$ cat src/rtl/riscv_wb_pkg.sv
// Shared constants and load-extension helper for the register-file writeback path.
package riscv_wb_pkg;

    localparam int unsigned XLEN  = 64;
    localparam int unsigned RD_W  = 5;
    localparam int unsigned NREGS = 32;

    // Load funct3 encodings
    localparam logic [2:0] F3_LB  = 3'b000;
    localparam logic [2:0] F3_LH  = 3'b001;
    localparam logic [2:0] F3_LW  = 3'b010;
    localparam logic [2:0] F3_LD  = 3'b011;
    localparam logic [2:0] F3_LBU = 3'b100;
    localparam logic [2:0] F3_LHU = 3'b101;
    localparam logic [2:0] F3_LWU = 3'b110;

    // Sign/zero-extend right-aligned load data; 111 falls through as a full doubleword
    function automatic logic [XLEN-1:0] load_extend(input logic [2:0] funct3,
                                                    input logic [XLEN-1:0] data);
        logic [XLEN-1:0] res;
        res = data;
        case (funct3)
            F3_LB:   res = {{(XLEN-8){data[7]}},   data[7:0]};
            F3_LH:   res = {{(XLEN-16){data[15]}}, data[15:0]};
            F3_LW:   res = {{(XLEN-32){data[31]}}, data[31:0]};
            F3_LBU:  res = {{(XLEN-8){1'b0}},      data[7:0]};
            F3_LHU:  res = {{(XLEN-16){1'b0}},     data[15:0]};
            F3_LWU:  res = {{(XLEN-32){1'b0}},     data[31:0]};
            default: res = data;
        endcase
        return res;
    endfunction

endpackage

$ cat src/rtl/wb_load_fifo.sv
// Load result buffer: DEPTH entries of {rd, data, dead} with WAW kill and pending mask.
module wb_load_fifo
    import riscv_wb_pkg::*;
#(
    parameter int unsigned DEPTH = 4,
    parameter int unsigned DW    = 64
) (
    input  logic            clk,
    input  logic            reset,
    input  logic            push_i,
    input  logic [RD_W-1:0] push_rd_i,
    input  logic [DW-1:0]   push_data_i,
    input  logic            pop_i,
    input  logic            kill_i,
    input  logic [RD_W-1:0] kill_rd_i,
    output logic            full_o,
    output logic            empty_o,
    output logic [RD_W-1:0] head_rd_o,
    output logic [DW-1:0]   head_data_o,
    output logic            head_dead_o,
    output logic [NREGS-1:0] pending_mask_o
);

    localparam int unsigned AW = $clog2(DEPTH);

    logic [AW:0]        wptr_q, wptr_d;
    logic [AW:0]        rptr_q, rptr_d;
    logic [DEPTH-1:0]   valid_q, valid_d;
    logic [DEPTH-1:0]   dead_q, dead_d;
    logic [RD_W-1:0]    rd_q [DEPTH];
    logic [RD_W-1:0]    rd_d [DEPTH];
    logic [DW-1:0]      data_q [DEPTH];
    logic [NREGS-1:0]   mask_q, mask_d;

    logic [AW-1:0]      widx, ridx;
    logic               do_push, do_pop;

    assign widx    = wptr_q[AW-1:0];
    assign ridx    = rptr_q[AW-1:0];
    assign full_o  = (wptr_q[AW] != rptr_q[AW]) && (widx == ridx);
    assign empty_o = (wptr_q == rptr_q);
    assign do_push = push_i && !full_o;
    assign do_pop  = pop_i && !empty_o;

    assign head_rd_o      = rd_q[ridx];
    assign head_data_o    = data_q[ridx];
    assign head_dead_o    = dead_q[ridx];
    assign pending_mask_o = mask_q;

    // Next entry state: kill matching entries, retire head, append tail, rebuild mask
    always_comb begin
        wptr_d  = wptr_q;
        rptr_d  = rptr_q;
        valid_d = valid_q;
        dead_d  = dead_q;
        for (int i = 0; i < DEPTH; i++) begin
            rd_d[i] = rd_q[i];
        end
        mask_d  = '0;

        if (kill_i) begin
            for (int i = 0; i < DEPTH; i++) begin
                if (valid_q[i] && (rd_q[i] == kill_rd_i)) begin
                    dead_d[i] = 1'b1;
                end
            end
        end
        if (do_pop) begin
            valid_d[ridx] = 1'b0;
            rptr_d        = rptr_q + (AW+1)'(1);
        end
        if (do_push) begin
            valid_d[widx] = 1'b1;
            dead_d[widx]  = 1'b0;
            rd_d[widx]    = push_rd_i;
            wptr_d        = wptr_q + (AW+1)'(1);
        end

        for (int i = 0; i < DEPTH; i++) begin
            if (valid_d[i] && !dead_d[i]) begin
                mask_d[rd_d[i]] = 1'b1;
            end
        end
        mask_d[0] = 1'b0;
    end

    // Pointer, tag and mask registers
    always_ff @(posedge clk or posedge reset) begin
        if (reset) begin
            wptr_q  <= '0;
            rptr_q  <= '0;
            valid_q <= '0;
            dead_q  <= '0;
            mask_q  <= '0;
            for (int i = 0; i < DEPTH; i++) begin
                rd_q[i] <= '0;
            end
        end else begin
            wptr_q  <= wptr_d;
            rptr_q  <= rptr_d;
            valid_q <= valid_d;
            dead_q  <= dead_d;
            mask_q  <= mask_d;
            for (int i = 0; i < DEPTH; i++) begin
                rd_q[i] <= rd_d[i];
            end
        end
    end

    // Payload storage; validity is tracked separately so data needs no reset
    always_ff @(posedge clk) begin
        if (do_push) begin
            data_q[widx] <= push_data_i;
        end
    end

endmodule

$ cat src/rtl/writeback_unit.sv
// Register-file write port: arbitrates ALU results over buffered/bypassed load results.
module writeback_unit #(
    parameter int unsigned DEPTH = 4,
    parameter int unsigned XLEN  = 64
) (
    input  logic            clk,
    input  logic            reset,
    input  logic            alu_valid,
    input  logic [4:0]      alu_rd,
    input  logic [XLEN-1:0] alu_result,
    input  logic            mem_valid,
    output logic            mem_ready,
    input  logic [4:0]      mem_rd,
    input  logic [2:0]      mem_funct3,
    input  logic [XLEN-1:0] mem_data,
    output logic            RegWrite,
    output logic [4:0]      RD,
    output logic [XLEN-1:0] WriteData,
    output logic [31:0]     pending_mask
);

    import riscv_wb_pkg::*;

    localparam int unsigned PKG_W = riscv_wb_pkg::XLEN;

    logic               fifo_full, fifo_empty;
    logic [RD_W-1:0]    head_rd;
    logic [XLEN-1:0]    head_data;
    logic               head_dead;
    logic               accept;
    logic [XLEN-1:0]    ext_data;
    logic               push, pop;

    logic               we_q, we_d;
    logic [RD_W-1:0]    rd_q, rd_d;
    logic [XLEN-1:0]    wdata_q, wdata_d;

    assign mem_ready = !fifo_full;
    assign accept    = mem_valid && !fifo_full;
    assign ext_data  = XLEN'(load_extend(mem_funct3, PKG_W'(mem_data)));

    wb_load_fifo #(
        .DEPTH (DEPTH),
        .DW    (XLEN)
    ) u_fifo (
        .clk            (clk),
        .reset          (reset),
        .push_i         (push),
        .push_rd_i      (mem_rd),
        .push_data_i    (ext_data),
        .pop_i          (pop),
        .kill_i         (alu_valid),
        .kill_rd_i      (alu_rd),
        .full_o         (fifo_full),
        .empty_o        (fifo_empty),
        .head_rd_o      (head_rd),
        .head_data_o    (head_data),
        .head_dead_o    (head_dead),
        .pending_mask_o (pending_mask)
    );

    // Write selection: ALU first, then oldest buffered load, then bypass of a fresh load
    always_comb begin
        push    = 1'b0;
        pop     = 1'b0;
        we_d    = 1'b0;
        rd_d    = rd_q;
        wdata_d = wdata_q;
        if (alu_valid) begin
            we_d    = (alu_rd != '0);
            rd_d    = alu_rd;
            wdata_d = alu_result;
            push    = accept;
        end else if (!fifo_empty) begin
            pop     = 1'b1;
            we_d    = !head_dead && (head_rd != '0);
            rd_d    = head_rd;
            wdata_d = head_data;
            push    = accept;
        end else if (accept) begin
            we_d    = (mem_rd != '0);
            rd_d    = mem_rd;
            wdata_d = ext_data;
        end
    end

    // Registered write port
    always_ff @(posedge clk or posedge reset) begin
        if (reset) begin
            we_q    <= 1'b0;
            rd_q    <= '0;
            wdata_q <= '0;
        end else begin
            we_q    <= we_d;
            rd_q    <= rd_d;
            wdata_q <= wdata_d;
        end
    end

    assign RegWrite  = we_q;
    assign RD        = rd_q;
    assign WriteData = wdata_q;

endmodule

$ cat config.mk
export PLATFORM = sky130hd
export DESIGN_NAME = writeback_unit
export DESIGN_NICKNAME = d
export VERILOG_FILES = /design/src/rtl/riscv_wb_pkg.sv /design/src/rtl/wb_load_fifo.sv /design/src/rtl/writeback_unit.sv
export SDC_FILE = /design/constraint.sdc
export NUM_CORES = 1
export LEC_CHECK = 0
export ABC_AREA = 1
export CAP_MARGIN = 20
export CORE_MARGIN = 1.5
export CORE_UTILIZATION = 55
export CTS_BUF_LIST = sky130_fd_sc_hd__clkbuf_4 sky130_fd_sc_hd__clkbuf_8
export DETAILED_ROUTE_END_ITERATION = 8
export PLACE_DENSITY = 0.8
export SLEW_MARGIN = 30
export SYNTH_ARGS = -nofsm -noshare
export SYNTH_HDL_FRONTEND = slang
export SYNTH_HIERARCHICAL = 1
export SYNTH_SLANG_ARGS = --single-unit
$ cat constraint.sdc
create_clock -name clk -period 4.1 [get_ports clk]
set_clock_uncertainty 0.05 [all_clocks]
set_input_delay 0.82 -clock clk [delete_from_list [all_inputs] [get_ports clk]]
set_output_delay 0.82 -clock clk [all_outputs]
set_load 0.05 [all_outputs]
==> qor.csv <==
stage,metric,value,unit
status,status,completed,
drt,Wirelength per Cell,19.93,um
clock_network,CTS tree,yes,
placed_design,placer congestion estimate,0.8960,
drt,total via count after detailed routing,15370,
cells_and_area,number of inserted diodes,0,
sta,accumulated negative setup slack,0,ns
yosys,largest area contributor in the netlist,edfxtp_1,
placed_design,Cell Count Post-Placement,2516,
drt,highest signal layer in the routed design,met4,
yosys,average cell area after synthesis,9.619,um2
drt,Detailed Route Iter0 Violations,1487,
sta,Final Slew Violations,0,
floorplan,width of the die,185.9,um
yosys,Synth Cell Area,18390,um2
drt,Pre-Repair DR Iteration Count,5,
yosys,proportion of synthesized chip area in sequential cells,60.17,%
clock_network,post-cts gate resize count,0,
drt,metal1 wirelength,20.79,mm
yosys,number of instances in the synthesized netlist,1912,
pwr,switching fraction of total power,44.26,%
floorplan,vertical die dimension,185.9,um
cells_and_area,sequential cell area,11070,um2
global_route,wire length of the first global-routing pass,81.39,mm
pwr,part of the total power dissipated in sequential elements,33.9,%
cells_and_area,utilization of the core after routing,68.94,%
pwr,fraction of power consumed by combinational cells,46.0,%
clock_network,register clock-pin slew on the reported worst setup and hold paths,0.07,ns
global_route,number of global-route vias before repair,15159,
yosys,warnings from Yosys,6,
cells_and_area,multi-input combinational cell area,6454,um2
worst_setup_path,crit path capture type,flip-flop,
floorplan,DIE AREA,34550,um2
sta,"Min Clock Period, post-route",3.355,ns
cells_and_area,final cell count without fillers,2631,
sta,final hold violation count,0,
placed_design,area of placed instances,21170,um2
drt,met3 wire length,4.627,mm
yosys,number of register bits inferred by synthesis,391,
yosys,number of distinct library cells after synthesis,31,
floorplan,initial standard-cell utilization of the core,56.24,%
pwr,Clock Power Share,20.1,%
drt,WL met2,25.65,mm
global_route,all-layer global routing usage,30.55,%
sta,transition time at the pin with the least slew margin,1.026,ns
floorplan,floorplan row count,66,
clock_network,clock root cell,clkbuf_8,
pwr,worst supply voltage drop on vdd,416.6,uV
sta,final setup vio count,0,
global_route,remaining global-route overflow,0,
yosys,net count after synthesis,2065,
cells_and_area,layout cell share with drive strength beyond 1,12.56,%
global_route,initial antenna violation count,0,
clock_network,worst-skew pair later-pin latency,0.61,ns
clock_network,Num CTS Buffers,61,
drt,Detail Route Antenna Nets,0,
placed_design,Post-DP HPWL,33.56,mm
worst_setup_path,worst path required time,4.57,ns
sta,Rel. slew slack,31.60,%
placed_design,Port-buffer cells,246,
worst_setup_path,Critical Path Source Type,flip-flop,
floorplan,IO Pins,248,
sta,unrepaired setup endpoints after global routing,no,
global_route,maximum number of pins on one net before global-route repair,80,
run,MaxCap Viol Count,0,
cells_and_area,total of fill cells in the finished design,2519,
clock_network,count of hold-fix buffers inserted at cts,0,
pwr,pwr/cell area,790.3,nW/um2
clock_network,TritonCTS sink count,391,
pwr,leakage power of the design,9.057,nW
hold_path,Tightest Hold Check Type,reg2reg,
yosys,"top cells by area, synth","edfxtp_1, dfrtp_1, nand2_1",
clock_network,Post CTS Setup Buffer Count,0,
worst_setup_path,category of the critical setup timing path,reg2reg,
cells_and_area,net count of the finished layout,2290,
sta,maximum clock frequency,298.1,MHz
sta,share of the clock period used by the worst path after layout,81.82,%
clock_network,maximum clock insertion buffer count,3,
drt,total length of routed wires,52.44,mm
pwr,Switch Pwr,7.886,mW
worst_setup_path,data arrival time of the critical path,3.82,ns
clock_network,deepest level of the CTS H-tree,2,
yosys,area share of the largest cell type after synthesis,41.80,%
pwr,Internal Power,9.931,mW
worst_setup_path,largest fanout of any net on the critical path,71,
drt,final routed DRC violation total,0,
cells_and_area,layout overhead on the synthesized area,22.57,%
floorplan,area of the core region,32700,um2
drt,detail-routed via count per cell,5.842,
cells_and_area,Final Cell Area,22540,um2
[Yosys cell counts (all sizes together)]
library cell / number
nand4: 63
a22oi: 19
a21oi: 143
o21ai: 165
inv: 81
nand2: 479
edfxtp: 256
buf: 51
xor2: 5
o22ai: 64
xnor2: 1
a31oi: 8
clkbuf: 66
ha: 8
nor2: 274
nor3: 2
nand3: 91
conb: 1
dfrtp: 135
[through the flow]
stage          power (mW)  hold slack [ns]  setup WS, ns
4_1_cts             17.76           0.4672        0.7151
2_1_floorplan       11.49           0.4256        0.1172
3_3_place_gp        13.99           0.4528        0.6352
3_5_place_dp        14.17           0.4534        0.6189
6_report            17.82           0.4641        0.7455
5_1_grt             18.73           0.4867        0.5327
[logic make-up after synthesis]
group / synth area share [%]
buffers and inverters: 4.878
other: 0.02039
and+or+nand+nor: 22.46
adders and majority gates: 0.5443
xor gates and xnor gates: 0.3266
AOI/OAI and AO/OA: 11.61
DFF: 60.17
[registers in the layout, summed over array words and instances (netlist names)]
signal                 count
u_fifo/wptr_q              3
u_fifo/valid_q             4
u_fifo/data_q            256
u_fifo/dead_q              4
RegWrite                   1
RD                         5
u_fifo/rptr_q              3
u_fifo/rd_q               20
u_fifo/pending_mask_o     31
WriteData                 64
[metal layers]
metal  vias to the layer above  GRT usage, %
met5                         -             0
met4                         0         10.97
met3                       116         4.852
met2                       843         50.87
met1                      7371         40.68
li1                       7040             -
[layout by cell type (no fill, tap or decap), types with 8 or more instances in the layout]
master / netlist / layout
clkdlybuf4s50_1: 0 / 243
ha_1: 8 / 8
nand4_2: 23 / 23
edfxtp_1: 256 / 256
a21oi_1: 143 / 143
a22oi_1: 19 / 19
inv_2: 19 / 19
a31oi_1: 8 / 8
nor2_4: 11 / 12
nor2_2: 8 / 8
o21ai_0: 165 / 165
nand3_2: 16 / 16
clkbuf_8: 0 / 68
nand2_1: 447 / 445
nor2_1: 255 / 254
nand3_1: 74 / 73
o22ai_1: 64 / 64
buf_4: 4 / 29
clkinv_2: 0 / 19
nand4_1: 40 / 40
dfrtp_1: 135 / 133
inv_1: 61 / 54
clkbuf_4: 0 / 23
nand2_2: 27 / 29
[cell type report]
| type | instances | area share, % |
|---|---|---|
| clock buffer | 91 | 4.918 |
| clock inverter | 24 | 1.154 |
| inverter | 81 | 1.426 |
| multi-input combinational | 1323 | 28.63 |
| sequential | 391 | 49.11 |
| tap | 442 | 2.453 |
| timing repair buffer | 279 | 12.31 |
[worst max-delay path, cell delays in order, from the launching register on]
cell and delay, ns:
dfrtp_1 0.45, xnor2_2 0.28, nand3_2 0.20, inv_1 0.20, nand2_2 0.11, inv_4 0.06, buf_4 0.66, nand2_4 0.51
buf_4 0.41, nand2_1 0.09, a21oi_1 0.04, a21oi_1 0.21
[power groups by stage]
stage | sequential [mW] | clock (mW) | combinational (mW)
floorplan | 7.42 | 0 | 4.07
global placement | 6.06 | 0 | 7.93
detailed placement | 6.10 | 0 | 8.08
CTS | 6.03 | 3.63 | 8.10
global route | 6.13 | 3.80 | 8.79
finish | 6.04 | 3.58 | 8.19
[worst paths after layout]
| path | from | end | cells after the start | slack [ns] |
|---|---|---|---|---|
| min in group asynchronous | reset | WriteData[54] | 2 | 0.67 |
| max reg2reg | u_fifo/wptr_q[0] | WriteData[37] | 11 | 0.75 |
| min | u_fifo/valid_q[1] | u_fifo/valid_q[1] | 2 | 0.46 |
| max | u_fifo/wptr_q[0] | WriteData[37] | 11 | 0.75 |
| max in group asynchronous | reset | u_fifo/rd_q[5] | 3 | 2.63 |
| min reg2reg | u_fifo/valid_q[1] | u_fifo/valid_q[1] | 2 | 0.46 |
(Power assumes the default switching activity.)
